**src/rtl/decode_issue_stage_pkg.sv**
```systemverilog
// Shared definitions for the decode/issue stage: widths, opcodes, instruction
// field positions and the issued-instruction record handed to the ALU.
package decode_issue_stage_pkg;

    localparam int DATA_W   = 8;
    localparam int REG_AW   = 3;
    localparam int INSTR_W  = 16;
    localparam int NUM_REGS = 1 << REG_AW;
    localparam int OPC_W    = 4;
    localparam int IMM_W    = 6;

    localparam logic [OPC_W-1:0] OP_ADD   = 4'h0;
    localparam logic [OPC_W-1:0] OP_SUB   = 4'h1;
    localparam logic [OPC_W-1:0] OP_AND   = 4'h2;
    localparam logic [OPC_W-1:0] OP_OR    = 4'h3;
    localparam logic [OPC_W-1:0] OP_XOR   = 4'h4;
    localparam logic [OPC_W-1:0] OP_SLT   = 4'h5;
    localparam logic [OPC_W-1:0] OP_SHIFT = 4'h6;
    localparam logic [OPC_W-1:0] OP_ADDI  = 4'h9;
    localparam logic [OPC_W-1:0] OP_BEQ   = 4'hB;
    localparam logic [OPC_W-1:0] OP_BNE   = 4'hC;

    // Branches reuse the rd/rs1 slots for their two sources.
    localparam int OPC_LSB    = 12;
    localparam int RD_LSB     = 9;
    localparam int RS1_LSB    = 6;
    localparam int RS2_LSB    = 3;
    localparam int DIR_BIT    = 2;
    localparam int IMM_LSB    = 0;
    localparam int BR_RS1_LSB = 9;
    localparam int BR_RS2_LSB = 6;

    typedef struct packed {
        logic [OPC_W-1:0]  opcode;
        logic [DATA_W-1:0] a;
        logic [DATA_W-1:0] b;
        logic              dir;
        logic [REG_AW-1:0] rd;
        logic              wb_en;
        logic [IMM_W-1:0]  br_off;
    } issue_t;

    function automatic logic [DATA_W-1:0] sext_imm(input logic [IMM_W-1:0] imm);
        return {{(DATA_W-IMM_W){imm[IMM_W-1]}}, imm};
    endfunction

endpackage

```
**src/rtl/decode_issue_stage_regfile_2r1w.sv**
```systemverilog
// 8x8 register file: two async read ports with same-cycle write bypass,
// one synchronous write port, r0 hardwired to zero.
module regfile_2r1w
    import decode_issue_stage_pkg::*;
(
    input  logic              clk,
    input  logic              rst_n,
    input  logic [REG_AW-1:0] raddr_a_i,
    output logic [DATA_W-1:0] rdata_a_o,
    input  logic [REG_AW-1:0] raddr_b_i,
    output logic [DATA_W-1:0] rdata_b_o,
    input  logic              we_i,
    input  logic [REG_AW-1:0] waddr_i,
    input  logic [DATA_W-1:0] wdata_i
);

    logic [DATA_W-1:0] mem_q [NUM_REGS];

    always_ff @(posedge clk) begin
        if (!rst_n) begin
            for (int i = 0; i < NUM_REGS; i++) mem_q[i] <= '0;
        end else if (we_i && waddr_i != '0) begin
            mem_q[waddr_i] <= wdata_i;
        end
    end

    assign rdata_a_o = (raddr_a_i == '0) ? '0 :
                       (we_i && waddr_i == raddr_a_i) ? wdata_i : mem_q[raddr_a_i];
    assign rdata_b_o = (raddr_b_i == '0) ? '0 :
                       (we_i && waddr_i == raddr_b_i) ? wdata_i : mem_q[raddr_b_i];

endmodule

```
**src/rtl/decode_issue_stage.sv**
```systemverilog
// Decode/operand-fetch stage ahead of the ALU: decodes, reads operands,
// stalls on scoreboard hazards and holds one issued instruction for execute.
module decode_issue_stage
    import decode_issue_stage_pkg::*;
(
    input  logic                     clk,
    input  logic                     rst_n,
    input  logic                     in_valid,
    output logic                     in_ready,
    input  logic [INSTR_W-1:0]       in_instr,
    output logic                     out_valid,
    input  logic                     out_ready,
    output logic [OPC_W-1:0]         out_opcode,
    output logic signed [DATA_W-1:0] out_a,
    output logic signed [DATA_W-1:0] out_b,
    output logic                     out_dir,
    output logic [REG_AW-1:0]        out_rd,
    output logic                     out_wb_en,
    output logic signed [IMM_W-1:0]  out_br_off,
    input  logic                     wb_en,
    input  logic [REG_AW-1:0]        wb_addr,
    input  logic [DATA_W-1:0]        wb_data,
    input  logic                     flush
);

    logic [OPC_W-1:0]    opc;
    logic                is_rtype, is_addi, is_branch, dec_wb_en;
    logic [REG_AW-1:0]   rs1_idx, rs2_idx, rd_idx;
    logic [DATA_W-1:0]   rf_a, rf_b;
    logic [NUM_REGS-1:0] pend_q, pend_d, pend_live, wb_clr;
    logic                hazard, accept;
    logic                valid_q, valid_d;
    issue_t              issue_q, issue_d;

    // Unused source slots decode to r0, which never reads as pending.
    always_comb begin
        opc       = in_instr[OPC_LSB +: OPC_W];
        is_rtype  = (opc <= OP_SHIFT);
        is_addi   = (opc == OP_ADDI);
        is_branch = (opc == OP_BEQ) || (opc == OP_BNE);
        rs1_idx   = '0;
        rs2_idx   = '0;
        rd_idx    = '0;
        if (is_rtype) begin
            rs1_idx = in_instr[RS1_LSB +: REG_AW];
            rs2_idx = in_instr[RS2_LSB +: REG_AW];
            rd_idx  = in_instr[RD_LSB +: REG_AW];
        end else if (is_addi) begin
            rs1_idx = in_instr[RS1_LSB +: REG_AW];
            rd_idx  = in_instr[RD_LSB +: REG_AW];
        end else if (is_branch) begin
            rs1_idx = in_instr[BR_RS1_LSB +: REG_AW];
            rs2_idx = in_instr[BR_RS2_LSB +: REG_AW];
        end
        dec_wb_en = (is_rtype || is_addi) && (rd_idx != '0);
    end

    regfile_2r1w u_regfile (
        .clk       (clk),
        .rst_n     (rst_n),
        .raddr_a_i (rs1_idx),
        .rdata_a_o (rf_a),
        .raddr_b_i (rs2_idx),
        .rdata_b_o (rf_b),
        .we_i      (wb_en),
        .waddr_i   (wb_addr),
        .wdata_i   (wb_data)
    );

    always_comb begin
        wb_clr = '0;
        if (wb_en) wb_clr[wb_addr] = 1'b1;
        pend_live = pend_q & ~wb_clr;
        hazard    = pend_live[rs1_idx] || pend_live[rs2_idx] ||
                    (dec_wb_en && pend_live[rd_idx]);
        in_ready  = !flush && !hazard && (!valid_q || out_ready);
        accept    = in_valid && in_ready;

        // Ordering matters: writeback clear, then flush clear, then accept set.
        pend_d = pend_live;
        if (flush && valid_q && issue_q.wb_en) pend_d[issue_q.rd] = 1'b0;
        if (accept && dec_wb_en) pend_d[rd_idx] = 1'b1;
        pend_d[0] = 1'b0;
    end

    always_comb begin
        issue_d.opcode = opc;
        issue_d.a      = rf_a;
        issue_d.b      = is_addi ? sext_imm(in_instr[IMM_LSB +: IMM_W]) : rf_b;
        issue_d.dir    = (opc == OP_SHIFT) && in_instr[DIR_BIT];
        issue_d.rd     = rd_idx;
        issue_d.wb_en  = dec_wb_en;
        issue_d.br_off = is_branch ? in_instr[IMM_LSB +: IMM_W] : '0;

        if (flush)          valid_d = 1'b0;
        else if (accept)    valid_d = 1'b1;
        else if (out_ready) valid_d = 1'b0;
        else                valid_d = valid_q;
    end

    always_ff @(posedge clk) begin
        if (!rst_n) begin
            valid_q <= 1'b0;
            issue_q <= '0;
            pend_q  <= '0;
        end else begin
            valid_q <= valid_d;
            pend_q  <= pend_d;
            if (accept) issue_q <= issue_d;
        end
    end

    assign out_valid  = valid_q;
    assign out_opcode = issue_q.opcode;
    assign out_a      = issue_q.a;
    assign out_b      = issue_q.b;
    assign out_dir    = issue_q.dir;
    assign out_rd     = issue_q.rd;
    assign out_wb_en  = issue_q.wb_en;
    assign out_br_off = issue_q.br_off;

endmodule

```
**config.mk**
```make
export PLATFORM = sky130hd
export DESIGN_NAME = decode_issue_stage
export DESIGN_NICKNAME = d
export VERILOG_FILES = /design/src/rtl/decode_issue_stage_pkg.sv /design/src/rtl/decode_issue_stage_regfile_2r1w.sv /design/src/rtl/decode_issue_stage.sv
export SDC_FILE = /design/constraint.sdc
export NUM_CORES = 1
export LEC_CHECK = 0
export CELL_PAD_IN_SITES_DETAIL_PLACEMENT = 2
export CELL_PAD_IN_SITES_GLOBAL_PLACEMENT = 2
export CORE_MARGIN = 1.5
export CORE_UTILIZATION = 36
export CTS_CLUSTER_DIAMETER = 40
export DETAILED_ROUTE_END_ITERATION = 6
export GPL_TIMING_DRIVEN = 0
export MAX_ROUTING_LAYER = met4
export PLACE_DENSITY = 0.76
export SLEW_MARGIN = 20
export SYNTH_ARGS = -nofsm -noshare
export SYNTH_HDL_FRONTEND = slang
export SYNTH_SLANG_ARGS = --single-unit
```
**constraint.sdc**
```tcl
create_clock -name clk -period 3.67 [get_ports clk]
set_input_delay 0.734 -clock clk [delete_from_list [all_inputs] [get_ports clk]]
set_output_delay 0.734 -clock clk [all_outputs]
set_load 0.01 [all_outputs]
```
==> results of run 1 <==
[final cells by class]
class	count	area, sq um
Fill cell	1761	8850
Multi-Input combinational cell	486	3420
Sequential cell	103	2700
Timing Repair Buffer	69	656
Tap cell	220	275
Clock buffer	11	264
Buffer	36	221
Clock inverter	5	51.3
Inverter	7	26.3
[worst max path at each step]
stage / cells after the start / slack, ns / to / start
final: 9 / 0.06 / in_ready / wb_addr[0]
after global placement: 9 / -1.16 / in_ready / in_instr[15]
after CTS: 8 / 0.01 / in_ready / wb_addr[0]
after global routing: 12 / 0.01 / out_b[2] / wb_addr[0]
after detailed placement: 9 / -1.16 / in_ready / in_instr[15]
after floorplan: 7 / 0.58 / in_ready / in_instr[12]
[power by group]
group	total, mW	switching (mW)	internal (mW)
registers	1.34	0.0447	1.30
clock network	1.04	0.481	0.562
logic	0.749	0.468	0.281
[metal layers]
layer / global-route usage [%] / vias to the layer above / wire length [um]
met2: 47.4 / 185 / 12300
met3: 2.92 / 28 / 1150
met1: 38.7 / 2945 / 11000
li1: - / 2503 / -
met5: - / - / 0
met4: 9.28 / 0 / 450
[logic make-up (layout without fill, tap and decap cells)]
kind of cell           Yosys count  after routing  synth area share, %
multiplexers                    49             49                 8.44
flip-flops                     103            103                 44.9
other                            1              8               0.0623
AO/OA/AOI/OAI                  147            147                 17.7
XOR/XNOR                         6              6                0.873
AND/OR/NAND/NOR                276            276                 24.6
buffers and inverters           44            128                 3.37
[what timing repair did]
action / in CTS / in global routing
endpoints found under the setup margin: 40 / 16
gates resized for setup: 58 / 29
pin swaps: 9 / 8
buffers inserted: 6 / 2
[per-stage QoR]
stage               power [mW]  hold slack, ns  area [sq um]  worst slack, ns
floorplan                 1.74           0.486          6050            0.577
global placement          2.02           0.450          6930            -1.16
detailed placement        2.05           0.467          6930            -1.16
CTS                       3.11           0.478          7470           0.0117
global route              3.23           0.500          7610           0.0100
finish                    3.13           0.472          7610           0.0619
[synth_stat cells (3+ instances only)]
cell type  count  area, sq um
nand3_1       22          110
clkbuf_1      16         60.1
o31ai_1        3         22.5
o211ai_1       7         52.6
xnor2_1        6         52.6
nand4bb_1      3         33.8
dfxtp_1       39          781
a22oi_1        8         60.1
or2_2          3         18.8
a32o_1        10          100
o21ai_0       14         70.1
a221oi_1       4         35.0
nor4_1         3         18.8
and2_1        60          375
or3_1          4         25.0
nor3_1         8         40.0
inv_1          7         26.3
mux2i_1       35          350
o2bb2ai_1      8         70.1
nand2_1       70          263
nand2b_1      21          131
o221a_1        3         33.8
a21oi_1       28          140
a211oi_1       6         45.0
o21ai_1        8         40.0
mux2_2        14          158
o22ai_1        6         37.5
o221ai_1       7         61.3
nand4_1        8         50.1
buf_2         15         75.1
buf_4          5         37.5
o22a_1         4         35.0
o311a_1        3         30.0
nand4b_1       5         43.8
edfxtp_1      64         1920
a31oi_1       11         68.8
nor2_1        52          195
[state kept, by name, indices dropped and copies added (netlist names)]
name and count:
out_rd 3, pend_q 7, out_valid 1, out_a 8, u_regfile.mem_q 64, out_opcode 4
out_dir 1, out_b 8, out_wb_en 1, out_br_off 6
[worst register-to-register path, delay by kind of cell (launching register included)]
family | cells | cell delay [ns]
buf+inv | 2 | 0.50
compound gates | 2 | 0.51
mux | 1 | 0.26
simple gates | 3 | 0.80
flops | 1 | 0.33
==> impl_metrics.env, run 1 <==
export IMPL_outcome="complete, no violations"
export IMPL_clockRootBuffer="clkbuf_16"
export IMPL_final_max_slew_violation_count=0
export IMPL_drt_pass1_iterations=5
export IMPL_drv_cap=0
export IMPL_path_buf_inv=3
export IMPL_clk_pin_slew_worst_paths_ns=0.07
export IMPL_antenna_cells=0
export IMPL_synth_cells=626
export IMPL_ant_nets=0
export IMPL_wl_mm=24.9
export IMPL_worstPathArrival_ns=2.87
export IMPL_worstPathMaxFanout=10
export IMPL_setup_violations=0
export IMPL_ys_ff_latch=103
export IMPL_overflow=0
export IMPL_fin_cells=937
export IMPL_cts_buffers=9
export IMPL_utilization_pct=46.2
export IMPL_insertion_delay_ns=0.37
export IMPL_vias_per_cell=6.04
export IMPL_dp_final_hpwl_mm=17.8
export IMPL_dieWidth_um=132
export IMPL_syn_to_final_growth_pct=26.5
export IMPL_r2r_start="pend_q[7]"
export IMPL_first_global_vias=5988
export IMPL_cts_sinks=103
export IMPL_reg2reg_to="out_dir"
export IMPL_p_leak_nw=2.68
export IMPL_avgSynthCellArea_sq_um=9.62
export IMPL_grt_total_usage_pct=29.3
export IMPL_final_common_cell="nand2_1"
export IMPL_hold_path_endpoint="out_a[5]"
export IMPL_drc=0
export IMPL_cpPeakStageDelay_ns=0.56
export IMPL_path_class="in2out"
export IMPL_tightest_slew_ns=1.10
export IMPL_min_period_ns=3.61
export IMPL_min_path_cells=2
export IMPL_cts_buffer_depth=2
export IMPL_cp_data_required_time_ns=2.94
export IMPL_die_area_sq_mm=0.0175
export IMPL_drtIter0Drc=409
export IMPL_period_share_pct=98.3
export IMPL_slew_limit_headroom_pct=26.4
export IMPL_synth_seq_area_share_pct=44.9
export IMPL_crit_chain="clkdlybuf4s50_1, buf_6, nand4bb_1, nand2_1, nor3_1, o21ai_1, a21oi_2, nor4b_4, buf_2"
export IMPL_finalNetCount=745
export IMPL_cp_top_family="buffers and inverters"
export IMPL_start_util_pct=36.6
export IMPL_hold_class="reg2reg"
export IMPL_ys_types=67
export IMPL_rows=47
export IMPL_synth_ff_type="edfxtp_1"
export IMPL_end_kind="primary output"
export IMPL_grt_max_degree=18
export IMPL_ff2ff_path_depth=8
export IMPL_cp_slowest_cell="clkdlybuf4s50_1"
export IMPL_ios=66
export IMPL_die_h_um=132
export IMPL_yosysWarningCount=0
export IMPL_final_cell_mix="nand2_1 (68), edfxtp_1 (64), and2_1 (59), nor2_1 (52), clkdlybuf4s50_1 (49)"
export IMPL_hold_violations=0
export IMPL_htree_num_levels=3
export IMPL_post_drt_wl_per_cell_um=26.6
export IMPL_place_gp_congestion=0.938
export IMPL_io_buffers=61
export IMPL_setup_tns_ns=0
export IMPL_fmax_ghz=0.277
export IMPL_core_sq_mm=0.0165
export IMPL_worst_setup_path_start_kind="input pin"
export IMPL_ctsHoldBuffers=0
export IMPL_synth_edff_count=64
export IMPL_rsz0062_at_grt="no"
export IMPL_dp_cells=914
export IMPL_async_flop_share_pct=0
export IMPL_irDropWorstVdd_mv=0.215
export IMPL_grt_pass1_wl_mm=37.2
export IMPL_worst_hold_startpoint="out_a[5]"
export IMPL_antenna_found_initial=1
export IMPL_power_density_mw_per_mm2=412
export IMPL_tritoncts="built"
export IMPL_drive_gt1_share_pct=15.8
export IMPL_ff2ff_setup_slack_ns=1.12
export IMPL_vias=5661
export IMPL_syn_area_sq_mm=0.00602
export IMPL_fin_skew_ns=0.00651
Power figures use the tool's default switching activity.
==> inputs of run 2 (changes only) <==
- CTS_CLUSTER_SIZE: unset -> 40
- SKIP_CTS_REPAIR_TIMING: unset -> 1
==> run 2 against run 1 <==
Compared with the run above: the run now ends with setup timing left; routed wire length down 0.65%; setup slack worse by 0.098 ns; critical path depth is 3 higher; sequential share of layout area increased by 0.076 points; clock power about the same; sequential cell count is the same.
==> impl_metrics.env, run 2 (synthesis results as in run 1) <==
export IMPL_overflow=0
export IMPL_ff2ff_path_depth=9
export IMPL_rows=47
export IMPL_final_max_slew_violation_count=0
export IMPL_cts_buffers=9
export IMPL_worst_setup_path_start_kind="input pin"
export IMPL_final_area_sq_mm=0.00760
export IMPL_hold_class="reg2reg"
export IMPL_setup_violations=2
export IMPL_drc=0
export IMPL_grt_max_degree=18
export IMPL_vias_per_cell=6.03
export IMPL_timing_final_ws_setup_ns=-0.0358
export IMPL_dp_final_hpwl_mm=17.8
export IMPL_drt_pass1_iterations=4
export IMPL_outcome="finished, violations left"
export IMPL_post_drt_wl_per_cell_um=26.4
export IMPL_die_h_um=132
export IMPL_hold_path_endpoint="out_a[5]"
export IMPL_failed_checks="setup timing"
export IMPL_period_share_pct=101
export IMPL_insertion_delay_ns=0.37
export IMPL_worst_hold_startpoint="out_a[5]"
export IMPL_grt_busiest_layer="met2"
export IMPL_clockRootBuffer="clkbuf_16"
export IMPL_final_common_cell="nand2_1"
export IMPL_cts_sinks=103
export IMPL_min_path_cells=2
export IMPL_met1_usage_pct=37.9
export IMPL_cp_data_required_time_ns=3.87
export IMPL_reg2reg_to="out_dir"
export IMPL_worstPathArrival_ns=3.91
export IMPL_antenna_cells=0
export IMPL_fmax_ghz=0.270
export IMPL_start_util_pct=36.6
export IMPL_regMostFlops="u_regfile.mem_q"
export IMPL_slew_limit_headroom_pct=25.3
export IMPL_vias=5641
export IMPL_postPlaceCellArea_sq_mm=0.00693
export IMPL_worstPathMaxFanout=10
export IMPL_cts_buffer_depth=2
export IMPL_grt_pass1_wl_mm=36.0
export IMPL_power_density_mw_per_mm2=411
export IMPL_antenna_found_initial=1
export IMPL_die_area_sq_mm=0.0175
export IMPL_htree_num_levels=3
export IMPL_dieWidth_um=132
export IMPL_syn_to_final_growth_pct=26.2
export IMPL_core_sq_mm=0.0165
export IMPL_place_gp_congestion=0.938
export IMPL_drtIter0Drc=370
export IMPL_clk_pin_slew_worst_paths_ns=0.07
export IMPL_largest_reg_flops=64
export IMPL_grt_util_met3_pct=3.00
export IMPL_min_period_ns=3.71
export IMPL_met2_usage_pct=45.3
export IMPL_fin_skew_ns=0.00581
export IMPL_grt_total_usage_pct=28.3
export IMPL_r2r_start="pend_q[2]"
export IMPL_final_cell_mix="nand2_1 (68), edfxtp_1 (64), and2_1 (59), clkdlybuf4s50_1 (52), nor2_1 (51)"
export IMPL_ff2ff_setup_slack_ns=1.08
export IMPL_p_leak_nw=2.71
export IMPL_drv_cap=0
export IMPL_irDropWorstVdd_mv=0.222
export IMPL_hold_violations=0
export IMPL_report_power_total_mw=3.12
export IMPL_tritoncts="built"
export IMPL_end_kind="flop"
export IMPL_ios=66
export IMPL_place_ws_ns=-1.16
export IMPL_tightest_slew_ns=1.11
export IMPL_first_global_vias=5814
export IMPL_finalNetCount=744
export IMPL_io_buffers=61
export IMPL_wl_mm=24.7
export IMPL_path_class="in2reg"
export IMPL_drive_gt1_share_pct=14.7
export IMPL_ant_nets=0
-- run 2: cell types whose count changed in the layout (fill, tap and decap cells not counted), moves of 2 or more --
cell	previous run	this run
buf_6	5	3
clkbuf_4	1	4
clkdlybuf4s50_1	49	52
dlygate4sd2_1	7	0
dlymetal6s2s_1	1	8
-- run 2: stage by stage --
| step | std cells | hold WS (ns) | utilization [%] | TNS [ns] |
|---|---|---|---|---|
| 6_report | 936 | 0.471 | 46.1 | -0.0382 |
| 5_1_grt | 936 | 0.500 | 46.1 | -1.27 |
| 4_1_cts | 930 | 0.478 | 44.0 | -14.84 |
| 3_5_place_dp | 914 | 0.467 | 42.1 | -29.29 |
| 3_3_place_gp | 914 | 0.450 | 42.1 | -26.89 |
| 2_1_floorplan | 633 | 0.486 | - | 0 |
-- run 2: how the worst max path moves through the flow --
| stage | from | to | slack [ns] |
|---|---|---|---|
| 2_1_floorplan | in_instr[12] | in_ready | 0.58 |
| 5_1_grt | wb_addr[0] | out_b[2] | -0.11 |
| 4_1_cts | in_instr[15] | in_ready | -1.18 |
| 3_5_place_dp | in_instr[15] | in_ready | -1.16 |
| 6_report | wb_addr[0] | out_dir | -0.04 |
| 3_3_place_gp | in_instr[15] | in_ready | -1.16 |
-- run 2: routing by layer --
layer / vias to the layer above / part of all wire, %
met5: - / 0
met4: 0 / 2.0
met3: 30 / 5.1
met2: 174 / 49
met1: 2936 / 44
li1: 2501 / -
-- run 2: power by group --
part	internal, mW	total (mW)	leakage [nW]	switching, mW
clock network	0.561	1.04	0.162	0.477
logic	0.278	0.740	1.61	0.462
registers	1.30	1.34	0.936	0.0452
-- run 2: area by class of cell --
class	instances	area, sq um
repair buffers	68	678
clock inverters	5	51.3
multi-input cells	486	3390
plain buffers	36	206
inverters	7	26.3
well taps	220	275
fillers	1746	8870
clock buffers	11	264
flip-flops and latches	103	2700
-- run 2: critical path, cell delays in order --
cell             delay [ns]
clkdlybuf4s50_1        0.49
buf_4                  0.21
nand4bb_1              0.29
nand2_1                0.22
nor3_1                 0.09
o21ai_0                0.32
a21oi_2                0.12
buf_4                  0.16
nor4_4                 0.56
buf_4                  0.34
mux2i_1                0.26
nor2_1                 0.09
==> inputs of run 3 (changes only) <==
- CORE_MARGIN: 1.5 -> unset
- SETUP_SLACK_MARGIN: unset -> 0.3
==> run 3 against run 2 <==
Compared with the run above: the run now ends clean; clock-buffer cell count shrank 1; sequential share of layout area shrank 0.50 points; clock power is essentially flat; critical endpoint is now in_ready.
==> impl_metrics.env, run 3 (synthesis results as in run 1) <==
export IMPL_outcome="complete, no violations"
export IMPL_worst_setup_path_start_kind="input pin"
export IMPL_start_util_pct=37.4
export IMPL_drive_gt1_share_pct=17.7
export IMPL_hold_class="reg2reg"
export IMPL_htree_num_levels=3
export IMPL_dieWidth_um=131
export IMPL_dr_max_layer_used="met4"
export IMPL_postPlaceCellArea_sq_mm=0.00693
export IMPL_vias=5605
export IMPL_end_kind="primary output"
export IMPL_slew_limit_headroom_pct=31.3
export IMPL_antenna_cells=0
export IMPL_overflow=0
export IMPL_fmax_ghz=0.299
export IMPL_insertion_delay_ns=0.37
export IMPL_die_h_um=131
export IMPL_p_leak_nw=2.77
export IMPL_clockRootBuffer="clkbuf_16"
export IMPL_tightest_slew_ns=1.03
export IMPL_wl_met2_mm=11.8
export IMPL_wl_met1_mm=11.0
export IMPL_syn_to_final_growth_pct=28.0
export IMPL_dp_final_hpwl_mm=17.6
export IMPL_cts_buffers=9
export IMPL_cts_sinks=103
export IMPL_finalNetCount=759
export IMPL_drt_pass1_iterations=4
export IMPL_first_global_vias=5758
export IMPL_power_density_mw_per_mm2=404
export IMPL_min_path_cells=2
export IMPL_drtIter0Drc=369
export IMPL_final_cell_mix="nand2_1 (69), edfxtp_1 (64), and2_1 (59), nor2_1 (51), clkdlybuf4s50_1 (46)"
export IMPL_ff2ff_setup_slack_ns=1.24
export IMPL_ios=66
export IMPL_period_share_pct=91.2
export IMPL_grt_pass1_wl_mm=35.3
export IMPL_ff2ff_path_depth=10
export IMPL_utilization_pct=47.8
export IMPL_hold_path_endpoint="out_a[4]"
export IMPL_regMostFlops="u_regfile.mem_q"
export IMPL_drv_cap=0
export IMPL_fin_hold_ws_ns=0.464
export IMPL_ant_nets=0
export IMPL_tritoncts="built"
export IMPL_dr_wl_met3_mm=1.31
export IMPL_r2r_start="pend_q[7]"
export IMPL_clk_pin_slew_worst_paths_ns=0.07
export IMPL_fin_skew_ns=0.00941
export IMPL_setup_violations=0
export IMPL_wl_mm=24.5
export IMPL_final_common_cell="nand2_1"
export IMPL_io_buffers=61
export IMPL_worstPathMaxFanout=9
export IMPL_drc=0
export IMPL_rsz0062_at_grt="no"
export IMPL_hold_violations=0
export IMPL_core_sq_mm=0.0161
export IMPL_grt_max_degree=18
export IMPL_grt_total_usage_pct=28.0
export IMPL_cp_data_required_time_ns=2.94
export IMPL_final_area_sq_mm=0.00771
export IMPL_worst_hold_startpoint="out_a[4]"
export IMPL_report_power_total_mw=3.11
export IMPL_antenna_found_initial=0
export IMPL_vias_per_cell=5.92
export IMPL_path_class="in2out"
export IMPL_die_area_sq_mm=0.0172
export IMPL_rows=46
export IMPL_post_drt_wl_per_cell_um=25.9
export IMPL_worstPathArrival_ns=2.61
export IMPL_final_max_slew_violation_count=0
export IMPL_irDropWorstVdd_mv=0.274
export IMPL_reg2reg_to="out_rd[2]"
export IMPL_largest_reg_flops=64
export IMPL_place_gp_congestion=0.947
export IMPL_min_period_ns=3.35
export IMPL_cts_buffer_depth=2
## run 3: cell types whose count changed in the layout (fill, tap and decap cells not counted), moves of 2 or more
cell / before / now
buf_2: 9 / 13
buf_6: 3 / 6
clkdlybuf4s50_1: 52 / 46
clkinvlp_4: 0 / 2
buf_4: 13 / 25
clkbuf_2: 1 / 6
## run 3: worst max path at each step
stage	from	end	slack [ns]	cells after the start
detailed placement	in_instr[15]	in_ready	-1.12	9
CTS	in_instr[15]	in_ready	-1.13	9
global route	in_instr[12]	in_ready	0.25	10
global placement	in_instr[13]	in_ready	-1.04	8
finish	in_instr[15]	in_ready	0.32	10
floorplan	in_instr[12]	in_ready	0.58	7
## run 3: stage by stage
stage | setup TNS, ns | instances | setup slack, ns
2_1_floorplan | 0 | 633 | 0.577
3_3_place_gp | -23.81 | 910 | -1.04
3_5_place_dp | -29.01 | 911 | -1.12
4_1_cts | -14.65 | 926 | -1.13
5_1_grt | 0 | 946 | 0.246
6_report | 0 | 946 | 0.324
## run 3: layer usage
metal | vias up | GRT usage, %
li1 | 2519 | -
met1 | 2898 | 37.1
met2 | 156 | 44.7
met3 | 32 | 4.90
met4 | 0 | 6.14
met5 | - | -
## run 3: report_power, final
group / internal [mW] / switching (mW)
logic: 0.291 / 0.461
registers: 1.30 / 0.0448
clock network: 0.537 / 0.480
total: 2.13 / 0.986
## run 3: critical path, cell delays in order
cell      delay (ns)
clkbuf_4        0.17
buf_2           0.17
or3b_1          0.17
o311a_1         0.33
nand2_4         0.15
a211oi_2        0.27
a211oi_2        0.06
buf_4           0.17
nor4b_4         0.21
buf_2           0.17
## run 3: cell type report
| class | count | area, sq um |
|---|---|---|
| buffer | 37 | 233 |
| sequential | 103 | 2700 |
| clock buffer | 10 | 229 |
| multi-input combinational | 486 | 3430 |
| tap | 216 | 270 |
| timing repair buffer | 82 | 748 |
| clock inverter | 5 | 67.6 |
| inverter | 7 | 26.3 |
| fill | 1688 | 8410 |
